File: src/rtl/lsu_pkg.sv
`default_nettype none
// +--------------------------------------------------------------------------+
// | lsu_pkg : funct3 access encodings and LSU state enum.       Rev 1.0      |
// +--------------------------------------------------------------------------+
package lsu_pkg;

   localparam logic [2:0] F3_B  = 3'b000;
   localparam logic [2:0] F3_H  = 3'b001;
   localparam logic [2:0] F3_W  = 3'b010;
   localparam logic [2:0] F3_BU = 3'b100;
   localparam logic [2:0] F3_HU = 3'b101;

   typedef enum logic [1:0] {
      ST_IDLE = 2'd0,
      ST_REQ  = 2'd1,
      ST_WAIT = 2'd2
   } lsu_state_e;

   typedef enum logic [1:0] {
      SZ_BYTE = 2'd0,
      SZ_HALF = 2'd1,
      SZ_WORD = 2'd2
   } lsu_size_e;

   // Reserved encodings fall through to a word access.
   function automatic lsu_size_e access_size(input logic [2:0] funct3);
      case (funct3)
         F3_B, F3_BU: access_size = SZ_BYTE;
         F3_H, F3_HU: access_size = SZ_HALF;
         F3_W:        access_size = SZ_WORD;
         default:     access_size = SZ_WORD;
      endcase
   endfunction

   function automatic logic is_unsigned(input logic [2:0] funct3);
      is_unsigned = (funct3 == F3_BU) || (funct3 == F3_HU);
   endfunction

endpackage
`default_nettype wire

File: src/rtl/lsu_load_align.sv
`default_nettype none
// +--------------------------------------------------------------------------+
// | lsu_load_align : lane select and sign/zero extension of load data. R1.0  |
// +--------------------------------------------------------------------------+
module lsu_load_align
   import lsu_pkg::*;
(
   input  logic [31:0] rdata,
   input  logic [1:0]  addr_lo,
   input  logic [2:0]  funct3,
   output logic [31:0] data
);

   logic [7:0]  byte_sel;
   logic [15:0] half_sel;
   logic        uns;

   always_comb begin
      byte_sel = rdata[8*addr_lo +: 8];
      half_sel = addr_lo[1] ? rdata[31:16] : rdata[15:0];
      uns      = is_unsigned(funct3);
      case (access_size(funct3))
         SZ_BYTE: data = {{24{byte_sel[7] & ~uns}}, byte_sel};
         SZ_HALF: data = {{16{half_sel[15] & ~uns}}, half_sel};
         default: data = rdata;
      endcase
   end

endmodule
`default_nettype wire

File: src/rtl/load_store_unit.sv
`default_nettype none
// +--------------------------------------------------------------------------+
// | load_store_unit : single-outstanding LSU between EX and a req/rsp bus.   |
// | Optional: LSU_MISALIGN_TRAP_EN traps misaligned half/word accesses. R1.0 |
// +--------------------------------------------------------------------------+
module load_store_unit
   import lsu_pkg::*;
(
   input  logic        clk,
   input  logic        rst_n,
   input  logic        ex_valid,
   input  logic [31:0] ex_alu_result,
   input  logic [31:0] ex_rs2_data,
   input  logic [2:0]  ex_funct3,
   input  logic        ex_mem_read,
   input  logic        ex_mem_write,
   input  logic        ex_reg_write,
   input  logic [4:0]  ex_rd,
   output logic        mem_req_valid,
   input  logic        mem_req_ready,
   output logic [31:0] mem_req_addr,
   output logic        mem_req_we,
   output logic [31:0] mem_req_wdata,
   output logic [3:0]  mem_req_wstrb,
   input  logic        mem_rsp_valid,
   input  logic [31:0] mem_rsp_rdata,
   output logic        lsu_stall,
   output logic        wb_valid,
   output logic        wb_reg_write,
   output logic [4:0]  wb_rd,
   output logic [31:0] wb_data,
   output logic        misalign_trap,
   output logic [31:0] misalign_addr
);

   lsu_state_e  state_q, state_d;
   logic [31:0] addr_q, addr_d;
   logic [31:0] wdata_q, wdata_d;
   logic [3:0]  wstrb_q, wstrb_d;
   logic [2:0]  funct3_q, funct3_d;
   logic [4:0]  rd_q, rd_d;
   logic        reg_write_q, reg_write_d;
   logic        we_q, we_d;
   logic        wb_valid_q, wb_valid_d;
   logic        wb_reg_write_q, wb_reg_write_d;
   logic [4:0]  wb_rd_q, wb_rd_d;
   logic [31:0] wb_data_q, wb_data_d;
   logic [31:0] load_data;
   logic [31:0] st_wdata;
   logic [3:0]  st_wstrb;
   logic        mem_op;

`ifdef LSU_MISALIGN_TRAP_EN
   logic        trap_q, trap_d;
   logic [31:0] trap_addr_q, trap_addr_d;
   logic        misalign_hit;
`endif

   lsu_load_align u_load_align (
      .rdata   (mem_rsp_rdata),
      .addr_lo (addr_q[1:0]),
      .funct3  (funct3_q),
      .data    (load_data)
   );

   // Store lanes are formed at capture so the bus fields stay constant in REQ.
   always_comb begin
      mem_op = ex_mem_read | ex_mem_write;
      case (access_size(ex_funct3))
         SZ_BYTE: begin
            st_wstrb = 4'b0001 << ex_alu_result[1:0];
            st_wdata = {4{ex_rs2_data[7:0]}};
         end
         SZ_HALF: begin
            st_wstrb = 4'b0011 << {ex_alu_result[1], 1'b0};
            st_wdata = {2{ex_rs2_data[15:0]}};
         end
         default: begin
            st_wstrb = 4'b1111;
            st_wdata = ex_rs2_data;
         end
      endcase
`ifdef LSU_MISALIGN_TRAP_EN
      case (access_size(ex_funct3))
         SZ_HALF: misalign_hit = ex_alu_result[0];
         SZ_WORD: misalign_hit = (ex_alu_result[1:0] != 2'b00);
         default: misalign_hit = 1'b0;
      endcase
`endif
   end

   always_comb begin
      state_d        = state_q;
      addr_d         = addr_q;
      wdata_d        = wdata_q;
      wstrb_d        = wstrb_q;
      funct3_d       = funct3_q;
      rd_d           = rd_q;
      reg_write_d    = reg_write_q;
      we_d           = we_q;
      wb_valid_d     = 1'b0;
      wb_reg_write_d = wb_reg_write_q;
      wb_rd_d        = wb_rd_q;
      wb_data_d      = wb_data_q;
`ifdef LSU_MISALIGN_TRAP_EN
      trap_d         = 1'b0;
      trap_addr_d    = trap_addr_q;
`endif
      case (state_q)
         ST_IDLE: begin
            if (ex_valid) begin
               if (!mem_op) begin
                  wb_valid_d     = 1'b1;
                  wb_data_d      = ex_alu_result;
                  wb_rd_d        = ex_rd;
                  wb_reg_write_d = ex_reg_write;
               end
`ifdef LSU_MISALIGN_TRAP_EN
               else if (misalign_hit) begin
                  wb_valid_d     = 1'b1;
                  wb_reg_write_d = 1'b0;
                  wb_rd_d        = ex_rd;
                  trap_d         = 1'b1;
                  trap_addr_d    = ex_alu_result;
               end
`endif
               else begin
                  addr_d      = ex_alu_result;
                  wdata_d     = st_wdata;
                  wstrb_d     = st_wstrb;
                  funct3_d    = ex_funct3;
                  rd_d        = ex_rd;
                  reg_write_d = ex_reg_write;
                  we_d        = ex_mem_write;
                  state_d     = ST_REQ;
               end
            end
         end
         ST_REQ: begin
            if (mem_req_ready) begin
               if (we_q) begin
                  state_d        = ST_IDLE;
                  wb_valid_d     = 1'b1;
                  wb_reg_write_d = 1'b0;
                  wb_rd_d        = rd_q;
               end else begin
                  state_d = ST_WAIT;
               end
            end
         end
         ST_WAIT: begin
            if (mem_rsp_valid) begin
               state_d        = ST_IDLE;
               wb_valid_d     = 1'b1;
               wb_reg_write_d = reg_write_q;
               wb_rd_d        = rd_q;
               wb_data_d      = load_data;
            end
         end
         default: state_d = ST_IDLE;
      endcase
   end

   always_ff @(posedge clk) begin
      if (!rst_n) begin
         state_q        <= ST_IDLE;
         addr_q         <= '0;
         wdata_q        <= '0;
         wstrb_q        <= '0;
         funct3_q       <= '0;
         rd_q           <= '0;
         reg_write_q    <= 1'b0;
         we_q           <= 1'b0;
         wb_valid_q     <= 1'b0;
         wb_reg_write_q <= 1'b0;
         wb_rd_q        <= '0;
         wb_data_q      <= '0;
`ifdef LSU_MISALIGN_TRAP_EN
         trap_q         <= 1'b0;
         trap_addr_q    <= '0;
`endif
      end else begin
         state_q        <= state_d;
         addr_q         <= addr_d;
         wdata_q        <= wdata_d;
         wstrb_q        <= wstrb_d;
         funct3_q       <= funct3_d;
         rd_q           <= rd_d;
         reg_write_q    <= reg_write_d;
         we_q           <= we_d;
         wb_valid_q     <= wb_valid_d;
         wb_reg_write_q <= wb_reg_write_d;
         wb_rd_q        <= wb_rd_d;
         wb_data_q      <= wb_data_d;
`ifdef LSU_MISALIGN_TRAP_EN
         trap_q         <= trap_d;
         trap_addr_q    <= trap_addr_d;
`endif
      end
   end

   assign lsu_stall     = (state_q != ST_IDLE);
   assign mem_req_valid = (state_q == ST_REQ);
   assign mem_req_addr  = {addr_q[31:2], 2'b00};
   assign mem_req_we    = we_q;
   assign mem_req_wdata = wdata_q;
   assign mem_req_wstrb = wstrb_q;
   assign wb_valid      = wb_valid_q;
   assign wb_reg_write  = wb_reg_write_q;
   assign wb_rd         = wb_rd_q;
   assign wb_data       = wb_data_q;

`ifdef LSU_MISALIGN_TRAP_EN
   assign misalign_trap = trap_q;
   assign misalign_addr = trap_addr_q;
`else
   assign misalign_trap = 1'b0;
   assign misalign_addr = 32'h0;
`endif

endmodule
`default_nettype wire

File: config.mk
export PLATFORM = sky130hd
export DESIGN_NAME = load_store_unit
export DESIGN_NICKNAME = d
export VERILOG_FILES = /design/src/rtl/lsu_pkg.sv /design/src/rtl/lsu_load_align.sv /design/src/rtl/load_store_unit.sv
export SDC_FILE = /design/constraint.sdc
export NUM_CORES = 1
export LEC_CHECK = 0
export BUFFER_PORTS_ARGS = -buffer_cell sky130_fd_sc_hd__buf_4
export CAP_MARGIN = 15
export CORE_ASPECT_RATIO = 0.6
export CORE_UTILIZATION = 48
export CTS_BUF_LIST = sky130_fd_sc_hd__clkbuf_4 sky130_fd_sc_hd__clkbuf_8 sky130_fd_sc_hd__clkbuf_16
export CTS_CLUSTER_SIZE = 25
export DETAILED_ROUTE_END_ITERATION = 7
export PLACE_DENSITY = 0.8
export SETUP_SLACK_MARGIN = 0.1
export SLEW_MARGIN = 20
export SYNTH_ARGS = -nofsm -noshare
export SYNTH_HDL_FRONTEND = slang
export SYNTH_SLANG_ARGS = --single-unit
File: constraint.sdc
create_clock -name clk -period 2.4 [get_ports clk]
set_input_delay 0.36 -clock clk [delete_from_list [all_inputs] [get_ports clk]]
set_output_delay 0.36 -clock clk [all_outputs]
set_load 0.01 [all_outputs]
==> impl_results.md <==
* Run status: finished, final reports clean
* Worst min-delay path startpoint: ex_funct3[2]
* Ant diodes at 0
* Routed wire length at 19300 um
* Total power of the final layout at 6.44 mW
* Power share of the sequential group at 0.359
* TritonRoute pass-1 iters at 5
* Vias per std cell at 5.41
* Resized Gates After CTS at 0
* Port Buffers at 219
* Htree depth at 4
* Launch instance of the worst register-to-register path: state_q[0]$_SDFFE_PN0P_
* Post-route DRC violation count at 0
* Area share of the largest cell type after synthesis at 0.392
* Main combinational cell family by area after synthesis: compound AO/OA/AOI/OAI gates
* Share of flip-flops with an asynchronous set or reset after synthesis at 0
* Unrepaired setup endpoints after global routing: false
* Summed negative setup slack over all endpoints at 0 ns
* Worst path required time at 2.70 ns
* Number of slew-limit violations in the final report at 0
* Maximum number of pins on one net before global-route repair at 94
* Site row count at 31
* Most frequent cell after synthesis: nand2_1
* RePlAce Congestion at 0.894
* Post-CTS Setup Inserts at 0
* Worst slew pin tran at 0.717 ns
* Final-report hold violation count at 0
* Count of hold-fix buffers inserted at cts at 0
* Clock Path Buffers at 2
* Clock Sink Count at 119
* Capturing element type of the critical path: register
* CP max FO at 42
* Share of the clock period used by the worst path at 0.868
* Ranking of synthesized cells by area: dfxtp_1, nand2_1, a21oi_1, buf_4, mux2i_1
* Core region area at 12200 um^2
* Detailed Place HPWL at 14100 um
* Most numerous cell types in the synthesized netlist: nand2_1, dfxtp_1, a21oi_1
* Leakage power figure at 3.49 nW
* Multiplexer area fraction after synthesis at 0.0560
* Die outline height at 89.2 um
* Worst-case setup margin in the final layout at 0.317 ns
* Clock share of power at 0.406
* Number of placed I/O pins at 255
* Average routed wire per standard cell at 17.4 um
* Yosys top cell by area: dfxtp_1
* Vias in the first global route at 5205
* Max-cap check violation count at 0
* Net load switching power at 1.90 mW
* Syn avg cell area at 7.94 um^2
* Number of nets with antenna violations after detailed routing at 0
* Effective utilization at floorplan at 0.499
* Clock edge transition at the registers on the reported setup and hold paths at 0.05 ns
* Number of synthesized flops with an enable pin at 0
* Synthesized-area fraction occupied by xor and xnor cells at 0
* Min cycle time layout at 2.08 ns
* Initial detailed-routing violation count at 475
* Number of storage elements in the synthesis netlist at 119
* Share of post-route cells with drive strength above 1 at 0.308
* CTS tree: built
* Synth Area in Simple Gates at 0.169
* Grt ovf at 0
* Path category of the worst min-delay check: primary input to register
* Total power density per cell area at 796 nW/um^2
* Cell-internal power at 4.54 mW
* Antenna violations before repair at 0
* Yosys warning total at 0
* Kind of start point of the critical path: register
* Worst VDD drop at 0.509 mV
* CTS buffer count at 17
* Number of instances in the synthesized netlist at 765
* Cell Area, Synth at 6080 um^2
* Combinational share of power at 0.235
* Data arrival, critical path at 2.38 ns
* Post-synth top flop: dfxtp_1
* Post-synthesis share of cell area spent on full adders, half adders and majority gates at 0.00824
* Final net count at 1044
* Clock latency on the worst-skew pair at 0.41 ns
* Worst-case clock skew at 0.0138 ns
* Overall fraction of global-route tracks in use at 0.285
* Full die area at 13100 um^2
* Routed via count at 5979
* Cell at the root of the clock tree: clkbuf_16
* Post-synthesis compound-gate area fraction at 0.245
* Achievable clock frequency at 480 MHz
* First-pass GRT wire length at 28500 um
* Final-report setup violation count at 0
* Utilization after layout at 0.664
* Critical path class: register to register
* Post-Layout Cell Count at 1106
* Pre-CTS setup slack at 0.145 ns
* Die Width at 147 um
* Worst setup path startpoint: state_q[0]$_SDFFE_PN0P_
* Number of cells after detailed placement at 1074
* Switching share of power at 0.295
* Relative area change from synthesis to final layout at 33.2%
* Sequential share of the synthesized area at 0.392
* Synth cell types at 45
* Worst slew margin at 0.521
## routing by layer
metal	vias to the layer above	share of wire	track usage
met5	-	0	0
met1	2771	0.48	0.432
met4	0	0.0064	0.0628
met2	291	0.42	0.392
met3	16	0.096	0.0801
li1	2901	-	-
## layout make-up
| type | instances | area [um^2] |
|---|---|---|
| clock buffer | 20 | 454 |
| clock inverter | 12 | 151 |
| fill | 1079 | 4090 |
| inverter | 9 | 33.8 |
| multi-input combinational | 544 | 3050 |
| sequential | 119 | 2380 |
| tap | 165 | 206 |
| timing repair buffer | 237 | 1820 |
## final timing paths
check                               to  depth (start not counted)  slack (ns)
max reg2reg  wb_reg_write$_SDFFE_PN0P_                          8        0.32
max          wb_reg_write$_SDFFE_PN0P_                          8        0.32
min reg2reg    addr_q[30]$_SDFFE_PN0P_                          2        0.45
min           funct3_q[2]$_SDFFE_PN0P_                          3        0.21
## cells by family (layout without fill, tap and decap cells)
group	after synthesis	count (layout)
other	1	35
AO/OA/AOI/OAI	225	225
adder cells (fa/ha/maj)	4	4
AND/OR/NAND/NOR	247	247
multiplexers	33	33
flip-flops	119	119
buffers and inverters	136	278
## per-stage QoR
step,instance area [um^2],hold slack (ns)
2_1_floorplan,6200,0.436
3_3_place_gp,7480,0.442
3_5_place_dp,7480,0.447
4_1_cts,8090,0.194
5_1_grt,8090,0.205
6_report,8090,0.210
## critical path, cell delays in order, from the launching register on
cell and delay, ns:
dfxtp_1 0.35, inv_1 0.09, ha_2 0.20, buf_4 0.26, nor2b_1 0.23, nor4_2 0.25
buf_4 0.21, a21oi_1 0.09, a311oi_1 0.30
## state kept, by name (all words and copies together), names as in the netlist
signal / count
mem_req_we: 1
rd_q: 5
reg_write_q: 1
mem_req_wstrb: 4
wb_reg_write: 1
wb_valid: 1
addr_q: 32
state_q: 2
wb_rd: 5
mem_req_wdata: 32
wb_data: 32
funct3_q: 3
## placed cells by master, fill, tap and decap left out, drive strengths merged, types with 9 or more instances in the layout
master	netlist	layout
dfxtp	119	119
o2bb2ai	16	16
mux2i	25	25
a311oi	17	17
clkbuf	39	20
o21ai	21	21
nor2	49	49
o211ai	14	14
nand2	158	158
a21oi	105	105
buf	88	237
a211oi	18	18
conb	1	35
inv	8	9
nor2b	19	19
## power groups by stage
stage	Sequential (mW)	Combinational, mW	Clock [mW]
6_report	2.31	1.52	2.61
5_1_grt	2.33	1.63	2.74
4_1_cts	2.31	1.50	2.65
3_5_place_dp	2.35	1.49	0
3_3_place_gp	2.34	1.47	0
2_1_floorplan	2.39	0.837	0
Note: power is estimated with default switching activity, not from simulation.
